$ cat src/rtl/list_node_writer.sv
// list_node_writer
// Allocates 4-word linked-list nodes and streams them into the single
// synchronous write port of a 512 x 24-bit node memory. Node bases come from
// a LIFO stack of freed nodes first, then from a bump pointer over nodes that
// have never been handed out. Frees are accepted in any state.
//
// Ports
//   clk, rst_n                 clock, asynchronous active-low reset
//   alloc_valid_i/alloc_ready_o/alloc_data_i   node write request (4 packed words)
//   done_valid_o/done_addr_o   one-cycle pulse with base of the node just written
//   free_valid_i/free_ready_o/free_addr_i      return a node (addr bits [1:0] ignored)
//   mem_we_o/mem_wa_o/mem_wd_o memory write port (address/data zero when idle)
//   full_o                     no node available
//   count_o                    nodes currently allocated
//
// state | meaning
// IDLE  | waiting for an allocation request
// WRITE | presenting word k_q of the latched node to the memory
// DONE  | node complete, done_valid_o asserted for one cycle
module list_node_writer #(
  parameter int MEM_SIZE  = 512,
  parameter int WORD_SIZE = 24,
  parameter int NUM_BITS  = $clog2(MEM_SIZE)
) (
  input  logic                   clk,
  input  logic                   rst_n,
  input  logic                   alloc_valid_i,
  output logic                   alloc_ready_o,
  input  logic [4*WORD_SIZE-1:0] alloc_data_i,
  output logic                   done_valid_o,
  output logic [NUM_BITS-1:0]    done_addr_o,
  input  logic                   free_valid_i,
  output logic                   free_ready_o,
  input  logic [NUM_BITS-1:0]    free_addr_i,
  output logic                   mem_we_o,
  output logic [NUM_BITS-1:0]    mem_wa_o,
  output logic [WORD_SIZE-1:0]   mem_wd_o,
  output logic                   full_o,
  output logic [7:0]             count_o
);

  localparam int NODES = MEM_SIZE / 4;
  localparam int IW    = NUM_BITS - 2;   // node index width
  localparam int PW    = IW + 1;         // sp/bp range 0..NODES

  typedef enum logic [1:0] {IDLE, WRITE, DONE} state_t;

  state_t                 state_q;
  logic [4*WORD_SIZE-1:0] data_q;
  logic [NUM_BITS-1:0]    base_q;
  logic [1:0]             k_q;
  logic                   mem_we_q;
  logic [NUM_BITS-1:0]    mem_wa_q;
  logic [WORD_SIZE-1:0]   mem_wd_q;
  logic                   done_valid_q;
  logic [NUM_BITS-1:0]    done_addr_q;
  logic [PW-1:0]          sp_q, sp_d;
  logic [PW-1:0]          bp_q, bp_d;
  logic [7:0]             count_q, count_d;
  logic [IW-1:0]          stack_q [NODES];

  logic          full;
  logic          alloc_acc, free_acc;
  logic [IW-1:0] sp_top, alloc_idx, free_idx, push_addr;
  logic [NUM_BITS-1:0] alloc_base;
  logic [1:0]    k_next;

  // Decoded from registered state only, so a same-cycle free cannot
  // unblock an allocation.
  assign full          = (sp_q == '0) && (bp_q == PW'(NODES));
  assign alloc_ready_o = (state_q == IDLE) && !full;
  assign free_ready_o  = (count_q != 8'd0);
  assign alloc_acc     = alloc_valid_i && alloc_ready_o;
  assign free_acc      = free_valid_i && free_ready_o;

  assign sp_top     = IW'(sp_q - PW'(1));
  assign alloc_idx  = (sp_q != '0) ? stack_q[sp_top] : bp_q[IW-1:0];
  assign alloc_base = {alloc_idx, 2'b00};
  assign free_idx   = IW'(free_addr_i >> 2);
  assign k_next     = k_q + 2'd1;

  always_comb begin
    sp_d      = sp_q;
    bp_d      = bp_q;
    count_d   = count_q;
    push_addr = sp_q[IW-1:0];
    if (alloc_acc) begin
      if (sp_q != '0) begin
        // Popping and pushing together: the freed index replaces the top.
        push_addr = sp_top;
        if (!free_acc) sp_d = sp_q - PW'(1);
      end else begin
        bp_d = bp_q + PW'(1);
      end
    end
    if (free_acc && !(alloc_acc && (sp_q != '0))) sp_d = sp_q + PW'(1);
    if (alloc_acc && !free_acc)      count_d = count_q + 8'd1;
    else if (free_acc && !alloc_acc) count_d = count_q - 8'd1;
  end

  always_ff @(posedge clk) begin
    if (free_acc) stack_q[push_addr] <= free_idx;
  end

  always_ff @(posedge clk or negedge rst_n) begin
    if (!rst_n) begin
      state_q      <= IDLE;
      data_q       <= '0;
      base_q       <= '0;
      k_q          <= '0;
      mem_we_q     <= 1'b0;
      mem_wa_q     <= '0;
      mem_wd_q     <= '0;
      done_valid_q <= 1'b0;
      done_addr_q  <= '0;
      sp_q         <= '0;
      bp_q         <= '0;
      count_q      <= '0;
    end else begin
      sp_q    <= sp_d;
      bp_q    <= bp_d;
      count_q <= count_d;
      case (state_q)
        IDLE: begin
          if (alloc_acc) begin
            state_q  <= WRITE;
            data_q   <= alloc_data_i;
            base_q   <= alloc_base;
            k_q      <= 2'd0;
            mem_we_q <= 1'b1;
            mem_wa_q <= alloc_base;
            mem_wd_q <= alloc_data_i[WORD_SIZE-1:0];
          end
        end
        WRITE: begin
          if (k_q == 2'd3) begin
            state_q      <= DONE;
            mem_we_q     <= 1'b0;
            mem_wa_q     <= '0;
            mem_wd_q     <= '0;
            done_valid_q <= 1'b1;
            done_addr_q  <= base_q;
          end else begin
            k_q      <= k_next;
            mem_wa_q <= {base_q[NUM_BITS-1:2], k_next};
            mem_wd_q <= data_q[int'(k_next)*WORD_SIZE +: WORD_SIZE];
          end
        end
        DONE: begin
          state_q      <= IDLE;
          done_valid_q <= 1'b0;
        end
        default: state_q <= IDLE;
      endcase
    end
  end

  assign mem_we_o     = mem_we_q;
  assign mem_wa_o     = mem_wa_q;
  assign mem_wd_o     = mem_wd_q;
  assign done_valid_o = done_valid_q;
  assign done_addr_o  = done_addr_q;
  assign full_o       = full;
  assign count_o      = count_q;

endmodule

$ cat config.mk
export PLATFORM = sky130hd
export DESIGN_NAME = list_node_writer
export DESIGN_NICKNAME = d
export VERILOG_FILES = /design/src/rtl/list_node_writer.sv
export SDC_FILE = /design/constraint.sdc
export NUM_CORES = 1
export LEC_CHECK = 0
export ABC_AREA = 1
export BUFFER_PORTS_ARGS = -buffer_cell sky130_fd_sc_hd__buf_4
export CELL_PAD_IN_SITES_DETAIL_PLACEMENT = 0
export CELL_PAD_IN_SITES_GLOBAL_PLACEMENT = 1
export CORE_MARGIN = 4
export CORE_UTILIZATION = 50
export DETAILED_ROUTE_END_ITERATION = 6
export PLACE_DENSITY_LB_ADDON = 0.12
export RECOVER_POWER = 100
export SETUP_SLACK_MARGIN = 0.02
export SLEW_MARGIN = 25
export SYNTH_ARGS = -nofsm -noshare
export SYNTH_HDL_FRONTEND = slang
export SYNTH_SLANG_ARGS = --single-unit
$ cat constraint.sdc
create_clock -name clk -period 4.8 [get_ports clk]
set_input_delay 0.48 -clock clk [delete_from_list [all_inputs] [get_ports clk]]
set_output_delay 0.48 -clock clk [all_outputs]
set_load 0.005 [all_outputs]
# Word-level counts from Yosys, hierarchy flattened

Memories as Yosys holds them, arrays and structs flattened.
Cells that the tools add are included.

Bits of input ports: 109
Logic and storage cells: 88
Register bits: 173
Memory bits (read-only): 0
Output and inout bits: 55
RAM bits: 896
Bits in latches: 0
Memories kept: 1

Shift operators: 1
Magnitude comparators: 0
$add $sub $neg: 6
$mul: 1
Divide/modulo/power cells: 0
Equality and inequality tests: 8
Bitwise operators: 1
Multiplexer cells: 28
Reductions and logical operators: 30

Memory list:

| name    | words | width | rd ports | clocked after memory_dff | wr ports | RTL line | text |
|---|---|---|---|---|---|---|---|
| stack_q | 128   | 7     | 1        | 0                        | 1        | 60       | `logic [IW-1:0] stack_q [NODES];` |

Operator list:

| cell                                              | count |
|---|---|
| variable part select 96 x 8 -> 24 bit             | 1 |
| 2-to-1 mux 24 bit                                 | 2 |
| 2-to-1 mux 8 bit                                  | 6 |
| one-hot mux 24 bit (2 select lines)               | 1 |
| adder 8 x 1 -> 8 bit (second input constant)      | 3 |
| 2-to-1 mux 7 bit                                  | 3 |
| 2-to-1 mux 9 bit                                  | 2 |
| one-hot mux 9 bit (2 select lines)                | 1 |
| nonzero test 8 bit                                | 2 |
| subtractor 8 x 1 -> 8 bit (second input constant) | 2 |
| AND reduction 2 bit                               | 6 |
| nonzero test 2 bit                                | 5 |
| AND reduction 3 bit                               | 3 |
| equality test 8 bit (second input constant)       | 1 |
| logical AND 1 bit                                 | 8 |
| zero test 8 bit                                   | 1 |
| 2-to-1 mux 2 bit                                  | 4 |
| one-hot mux 2 bit (2 select lines)                | 2 |
| != test 2 bit (second input constant)             | 3 |
| 2-to-1 mux 1 bit                                  | 5 |
| equality test 2 bit (second input constant)       | 2 |
| zero test 1 bit                                   | 4 |
| multiplier 2 x 2 -> 4 bit (second input constant) | 1 |
| one-hot mux 1 bit (2 select lines)                | 2 |
| 5 further kinds                                   | 5 |

# Depth between registers and ports, before layout

Gate-level depths: netlist of run 1.

Depth in word-level cells: 10
Depth in mapped cells: 26

# Worst setup path before layout of run 1

OpenSTA, ideal clock, no wires.

Path kind: flip-flop to flip-flop
Start: reg sp_q[0]
End: reg count_q[7], in the netlist count_o[7]
Data required time: 4.669 ns
Data arrival time: 3.880 ns
Slack: 0.789 ns
Library setup time: 0.131 ns
Clock period less this slack: 4.011 ns
Cell stages (with the launch flop): 26
Path buffers: 6
Path through: dfrtp_1 buf_2 inv_2 buf_2 buf_2 buf_1 ha_1 nand4_2 nor2_1 nand2_2 inv_2 nand2_2 nand3_4 inv_1 buf_2 clkbuf_1 ha_1 inv_1 ha_1 nand3_1 nand3b_1 nand2_1 o311ai_0 a21oi_1 o21ai_0 xor2_1

Longest elaborated chain between the ends: 8
Elaborated cells between the ends (all ways): 10
Those cells by class: mux: 1; reduce/logical: 9

RTL lines:

| what                         | RTL line | text |
|---|---|---|
| start: declaration           | 57       | `logic [PW-1:0] sp_q, sp_d;` |
| start signal: assignment     | 120      | `sp_q <= sp_d;` |
| zero test 8 bit *            | 70       | `assign full = (sp_q == '0) && (bp_q == PW'(NODES));` |
| logical AND 1 bit *          | 70       |  |
| zero test 1 bit *            | 71       | `assign alloc_ready_o = (state_q == IDLE) && !full;` |
| logical AND 1 bit *          | 71       |  |
| logical AND 1 bit *          | 73       | `assign alloc_acc = alloc_valid_i && alloc_ready_o;` |
| zero test 1 bit              | 98       | `else if (free_acc && !alloc_acc) count_d = count_q - 8'd1;` |
| logical AND 1 bit            | 98       |  |
| nonzero test 2 bit (no line) | -        |  |
| end signal: assignment       | 122      | `count_q <= count_d;` |
| end: declaration             | 59       | `logic [7:0] count_q, count_d;` |

Mark *: on every way between the ends. The rest lies on a longest branch, timed or not.
A chain may end at the register's enable or synchronous reset.

# Final worst setup path of run 1

Start: reg sp_q[0]
End: mem stack_q[75][0] in the netlist's numbering, enable pin

Longest elaborated chain between the ends: 6
Elaborated cells between the ends (all ways): 9
Those cells by class: add/sub: 1; mux: 2; reduce/logical: 6

RTL lines:

| what                                                              | RTL line | text |
|---|---|---|
| branches (longest 5 deep; another with subtractor 8 x 1 -> 8 bit) | -        |  |
| 2-to-1 mux 7 bit *                                                | 87       | `if (alloc_acc) begin` |
| end: declaration                                                  | 60       |  |

Every way passes the cells marked *.

==> results of run 1 <==
==> kinds of logic after synthesis <==
kind of cell               Yosys count  synth area share
AOI/OAI and AO/OA                  493            0.0589
xor gates and xnor gates            15           0.00350
adders and majority gates           13           0.00378
buffers and inverters              427            0.0376
DFF                               1069             0.694
muxes                                1          0.000250
other                                1         0.0000833
and+or+nand+nor                   2191             0.202
==> how the worst max path moves through the flow <==
stage,endpoint,depth (start not counted)
2_1_floorplan,count_o[7],25
3_3_place_gp,stack_q[92][0],12
3_5_place_dp,stack_q[92][0],12
4_1_cts,stack_q[92][2],12
5_1_grt,count_o[7],19
6_report,stack_q[75][0],15
==> final cells by class <==
cell class / instances / share of cell area
Tap cell: 1165 / 0.0281
Timing Repair Buffer: 375 / 0.0537
Multi-Input combinational cell: 2715 / 0.234
Sequential cell: 1069 / 0.603
Clock inverter: 48 / 0.0105
Clock buffer: 151 / 0.0580
Inverter: 170 / 0.0127
Antenna cell: 1 / 0.0000483
==> flip-flops by register name, indices dropped and copies added, names as in the netlist <==
name,cells
data_q,96
bp_q,8
mem_wd_o,24
k_q,2
base_q,7
sp_q,8
mem_wa_o,9
stack_q,896
done_addr_o,7
done_valid_o,1
state_q,2
count_o,8
mem_we_o,1
==> through the flow <==
step	cells	setup WS, ns
floorplan	4211	0.789
global placement	5401	0.797
detailed placement	5401	0.746
CTS	5692	0.696
global route	5694	0.218
finish	5694	0.493
==> synth_stat cells <==
library cell / n / area share
a21oi_1: 60 / 0.0067
a21oi_4: 1 / 0.00036
a22oi_1: 24 / 0.0040
a31o_2: 1 / 0.00019
buf_1: 39 / 0.0033
buf_2: 64 / 0.0071
buf_4: 2 / 0.00033
clkbuf_1: 152 / 0.013
clkinv_1: 2 / 0.00017
conb_1: 1 / 0.000083
dfrtp_1: 173 / 0.096
edfxtp_1: 896 / 0.60
fa_1: 1 / 0.00044
ha_1: 12 / 0.0033
inv_1: 161 / 0.013
inv_2: 6 / 0.00050
inv_4: 1 / 0.00014
mux2_2: 1 / 0.00025
nand2_1: 941 / 0.078
nand2_2: 3 / 0.00042
nand3_1: 559 / 0.062
nand3_2: 6 / 0.0013
nand3_4: 2 / 0.00078
nand3b_1: 1 / 0.00017
nand4_1: 5 / 0.00069
nand4_2: 5 / 0.0014
nor2_1: 653 / 0.054
nor2_2: 3 / 0.00042
nor2_4: 2 / 0.00050
nor3_1: 7 / 0.00078
nor4_1: 3 / 0.00042
o211ai_1: 28 / 0.0047
o21ai_0: 367 / 0.041
o21ai_4: 1 / 0.00036
o21bai_1: 1 / 0.00017
o221ai_1: 4 / 0.00078
o22ai_1: 5 / 0.00069
o311ai_0: 1 / 0.00019
or2_2: 1 / 0.00014
xnor2_1: 2 / 0.00039
xor2_1: 11 / 0.0021
xor2_2: 1 / 0.00036
xor2_4: 1 / 0.00061
==> worst min-delay path: cells and delay by family <==
kind	cells	cell delay, ns
buffers and inverters	1	0.08
AOI/OAI and AO/OA	1	0.06
and+or+nand+nor	1	0.04
==> layer usage <==
layer  wire (microns)  vias up  GRT usage
met4             3700        2     0.0795
li1                 -    14911          -
met2            55800     1013      0.398
met3             7750      202     0.0413
met1            51900    15118      0.351
met5               16        -          0
==> power groups by stage <==
stage          clock [mW]  combinational, mW  sequential, mW
4_1_cts              8.55               15.1            11.4
3_3_place_gp            0               14.8            11.6
3_5_place_dp            0               14.9            11.6
6_report             8.41               14.9            11.4
5_1_grt              8.94               16.5            11.6
2_1_floorplan           0               9.65            11.5
==> what timing repair did <==
| action | CTS | global route |
|---|---|---|
| hold buffers | 92 | 0 |
| setup endpoints to repair | 0 | 0 |
| hold endpoints to repair | 163 | 0 |
==> results.sh, run 1 <==
export IMPL_grt_start_max_net_pins=220
export IMPL_ys_warn_count=0
export IMPL_clk_path_buf_depth=3
export IMPL_crit_family="simple AND/OR/NAND/NOR gates"
export IMPL_swShare=0.416
export IMPL_io_buffers=159
export IMPL_finalInstanceArea_sq_um=51800
export IMPL_p_total_mw=34.8
export IMPL_hold_path_depth=3
export IMPL_cp_end_kind="flop"
export IMPL_syn_instance_count=4210
export IMPL_drt_iter0_markers=3275
export IMPL_initial_core_util=0.506
export IMPL_avgRoutedWirePerCell_microns=20.9
export IMPL_holdCritPathClass="in -> reg"
export IMPL_worstPathCellList="inv_8 -> ha_4 -> nand4_1 -> nor2_1 -> nand2_1 -> inv_1 -> nand2_2 -> nand3_4 -> nand2_1 -> nand2_1 -> inv_1 -> nor2_1 -> nand3_1 -> nor2_1 -> clkbuf_1"
export IMPL_root_buffer="clkbuf_16"
export IMPL_post_cts_resized=0
export IMPL_routed_wl_mm=119
export IMPL_critPathMaxStageDelay_ns=0.52
export IMPL_intPower_mw=20.3
export IMPL_hold_path_startpoint="alloc_data_i[39]"
export IMPL_cts_buffers_inserted=109
export IMPL_grt_usage=0.248
export IMPL_grt_ovfl_total=0
export IMPL_drt_pass1_iterations=6
export IMPL_period_share=0.897
export IMPL_syn_cell_area_sq_um=45000
export IMPL_synth_cell_types=43
export IMPL_core_sq_um=88900
export IMPL_drc=0
export IMPL_ant_nets=0
export IMPL_outcome="finished with violations"
export IMPL_r2r_setup_slack_ns=0.49
export IMPL_rsz0062_at_grt="no"
export IMPL_dpl_instance_area_sq_um=47700
export IMPL_setup_tns_ns=0
export IMPL_hold_path_endpoint="data_q[39]"
export IMPL_ir_drop_uv=717
export IMPL_reg2regPathDepth=15
export IMPL_antenna_found_initial=3
export IMPL_drive_gt1_frac=0.0848
export IMPL_fin_util=0.583
export IMPL_finalSetupViolCount=0
export IMPL_layout_commonest_cell="nand2_1"
export IMPL_min_period_ns=4.31
export IMPL_dieArea_sq_um=94900
export IMPL_max_cap_violations=13
export IMPL_cts_sinks=1069
export IMPL_leakage_nw=19.6
export IMPL_max_slew_margin=-1.78
export IMPL_die_h_microns=308
export IMPL_path_clk_slew_ns=0.06
export IMPL_r2r_start="sp_q[0]"
export IMPL_area_growth_pct=15.1
export IMPL_cts_tree="built"
export IMPL_routed_via_density=5.49
export IMPL_p_sw_mw=14.5
export IMPL_worst_path_buf_inv=4
export IMPL_synth_seq_area_share=0.694
export IMPL_crit_path_start="sp_q[0]"
export IMPL_htree_num_levels=3
export IMPL_vias=31246
export IMPL_crit_fanout=55
export IMPL_seqCellArea_sq_um=31200
export IMPL_grt_pass1_vias=29568
export IMPL_path_class="reg -> reg"
export IMPL_dp_hpwl_mm=68.8
export IMPL_grt_pass1_wl_mm=180
export IMPL_drv_slew=822
export IMPL_seq_power_share=0.329
export IMPL_required_ns=5.15
export IMPL_violations="max-capacitance violations, max-slew violations"
export IMPL_finalNetCount=4562
export IMPL_clkPwrFrac=0.242
export IMPL_multiInputGateArea_sq_um=12100
export IMPL_postSynthAreaPerCell_sq_um=10.7
export IMPL_final_hold_violation_count=0
export IMPL_fmax_mhz=232
export IMPL_worst_slew_pin_slew_ns=4.17
export IMPL_clk_latency_ns=0.71
export IMPL_power_frac_comb=0.429
export IMPL_holdWs_ns=0.0259
export IMPL_rows=109
export IMPL_layout_common_cells="nand2_1 (941), edfxtp_1 (896), nor2_1 (653)"
export IMPL_cts_setup_buffers=0
export IMPL_die_w_microns=308
export IMPL_worstSetupStartpointType="flop"
export IMPL_gp_congestion=0.852
export IMPL_powerDensity_nw_per_um2=671
export IMPL_critPathArrivalTime_ns=4.66
export IMPL_nFillCells=7536
export IMPL_synth_seq_cells=1069
export IMPL_skew_ns=0.0327
export IMPL_timing_rr_end="stack_q[75][0]"
export IMPL_io_pin_count=164
export IMPL_slowest_stage="dfrtp_4"
(Power assumes the default switching activity.)
==> run 2: changes to the inputs <==
- BUFFER_PORTS_ARGS: -buffer_cell sky130_fd_sc_hd__buf_4 -> not set
- CORE_UTILIZATION: 50 -> 51
- DONT_BUFFER_PORTS: not set -> 1
- PLACE_DENSITY_LB_ADDON: 0.12 -> 0.3
- clock period: 4.8 -> 4.65 ns (I/O delays scaled with it)
==> run 2 against run 1 <==
The flow finishes with violations (design-rule violations, max-capacitance violations, max-slew violations). Wire length down 4.2%. Clock skew down 0.0060 ns. Clock power up 2%. First-iteration DRC count up 0.58%. Final area down 2.8%. Critical path type unchanged. Critical endpoint is now stack_q[52][5]. Clock-buffer cell count down 3. Combinational power about the same. Largest cell class unchanged. Die area down 1.9%. Critical path depth down 3. Total power up 1.3%. Utilization down 0.51 points.
==> results.sh, run 2 (same netlist as run 1, synthesis figures left out) <==
export IMPL_ir_drop_uv=573
export IMPL_holdWs_ns=0.0426
export IMPL_grt_ovfl_total=0
export IMPL_regMostFlops="stack_q"
export IMPL_dp_hpwl_mm=62.4
export IMPL_worst_slack_ns=0.451
export IMPL_required_ns=4.94
export IMPL_htree_num_levels=3
export IMPL_core_sq_um=87200
export IMPL_largest_reg_flops=896
export IMPL_path_class="reg -> reg"
export IMPL_layout_commonest_cell="nand2_1"
export IMPL_min_period_ns=4.20
export IMPL_cp_end_kind="flop"
export IMPL_leakage_nw=18.8
export IMPL_initial_core_util=0.517
export IMPL_drive_gt1_frac=0.0548
export IMPL_die_w_microns=305
export IMPL_fin_util=0.578
export IMPL_final_hold_violation_count=0
export IMPL_layout_common_cells="nand2_1 (942), edfxtp_1 (896), nor2_1 (655)"
export IMPL_finalSetupViolCount=0
export IMPL_setup_tns_ns=0
export IMPL_violations="design-rule violations, max-capacitance violations, max-slew violations"
export IMPL_worst_slew_pin_slew_ns=3.11
export IMPL_stdcell_count=5461
export IMPL_io_pin_count=164
export IMPL_skew_ns=0.0267
export IMPL_worstSetupStartpointType="flop"
export IMPL_cts_tree="built"
export IMPL_drt_pass1_iterations=7
export IMPL_ant_nets=0
export IMPL_io_buffers=0
export IMPL_seqCellArea_sq_um=31200
export IMPL_antenna_found_initial=2
export IMPL_drt_iter0_markers=3294
export IMPL_max_slew_margin=-1.07
export IMPL_root_buffer="clkbuf_16"
export IMPL_area_growth_pct=11.8
export IMPL_p_total_mw=35.2
export IMPL_clk_latency_ns=0.67
export IMPL_worst_path_buf_inv=2
export IMPL_post_place_ws_ns=0.713
export IMPL_critPathArrivalTime_ns=4.49
export IMPL_routed_wl_mm=114
export IMPL_grt_pass1_wl_mm=174
export IMPL_crit_fanout=32
export IMPL_rsz0062_at_grt="no"
export IMPL_crit_family="simple AND/OR/NAND/NOR gates"
export IMPL_grt_pass1_vias=29274
export IMPL_max_cap_violations=11
export IMPL_worstPathCellList="inv_8 -> ha_4 -> nand4_1 -> nor2_1 -> nand2_1 -> inv_1 -> nand2_1 -> nand3_4 -> a21oi_4 -> nor2_1 -> nand3_2 -> nor2_1"
export IMPL_clk_path_buf_depth=3
export IMPL_path_common_cell="nor2_1"
export IMPL_multiInputGateArea_sq_um=12100
export IMPL_vias=30408
export IMPL_dpl_instance_area_sq_um=45900
export IMPL_period_share=0.903
export IMPL_dp_cells=5152
export IMPL_path_clk_slew_ns=0.06
export IMPL_cts_buffers_inserted=108
export IMPL_drv_slew=1255
export IMPL_rows=108
export IMPL_fmax_mhz=238
export IMPL_outcome="finished with violations"
export IMPL_routed_via_density=5.57
export IMPL_critPathMaxStageDelay_ns=0.84
export IMPL_drc=8
export IMPL_cts_sinks=1069
export IMPL_grt_start_max_net_pins=232
export IMPL_dieArea_sq_um=93100
export IMPL_gp_congestion=0.836
export IMPL_nFillCells=7220
export IMPL_avgRoutedWirePerCell_microns=20.9
export IMPL_finalNetCount=4336
export IMPL_holdCritPathClass="in -> reg"
export IMPL_finalInstanceArea_sq_um=50300
export IMPL_die_h_microns=305
export IMPL_powerDensity_nw_per_um2=700
export IMPL_slowest_stage="nor2_1"
export IMPL_grt_usage=0.241
run 2: cell types whose count changed in the layout (fill, tap and decap cells not counted), moves of 3 or more:
cell           previous run  this run
buf_4                   138        32
clkbuf_1                121        35
clkbuf_4                 39         1
clkbuf_8                 10         5
dlygate4sd3_1            92        97
clkinv_1                 14        17
clkinvlp_4                0         3
run 2: repair_timing:
action                                 4_1_cts  5_1_grt
resized for setup                            0        0
setup buffers                                0        0
endpoints found under the hold margin     1174        0
hold buffers                               105        0
run 2: power breakdown:
group	internal [mW]	switching, mW	leakage (nW)
sequential	11.4	0.541	10.2
clock	4.95	3.59	1.70
combinational	4.27	10.5	6.91
total	20.6	14.6	18.8
run 2: layout make-up:
class                   count  area share
diodes                      2   0.0000994
repair buffers            150      0.0282
flip-flops and latches   1069       0.621
inverters                 170      0.0131
well taps                1155      0.0287
clock inverters            52     0.00999
clock buffers             148      0.0589
multi-input cells        2715       0.240
run 2: final timing paths:
| check | from | endpoint | slack (ns) | cells past startpoint |
|---|---|---|---|---|
| worst max-delay path | sp_q[0] | stack_q[52][5] | 0.45 | 12 |
| worst min-delay path | alloc_data_i[11] | mem_wd_o[11] | 0.04 | 2 |
| worst max register to register | sp_q[0] | stack_q[52][5] | 0.45 | 12 |
| worst min register to register | sp_q[7] | sp_q[7] | 0.47 | 1 |
| max in group asynchronous | rst_n | sp_q[0] | 1.86 | 2 |
| min in group asynchronous | rst_n | base_q[7] | 1.07 | 2 |
run 2: routing by layer:
layer	share of wire	vias to the layer above	global-route usage
met5	0	-	0
met4	0.023	0	0.0685
met3	0.069	167	0.0365
met2	0.48	1112	0.390
met1	0.43	14664	0.343
li1	-	14465	-
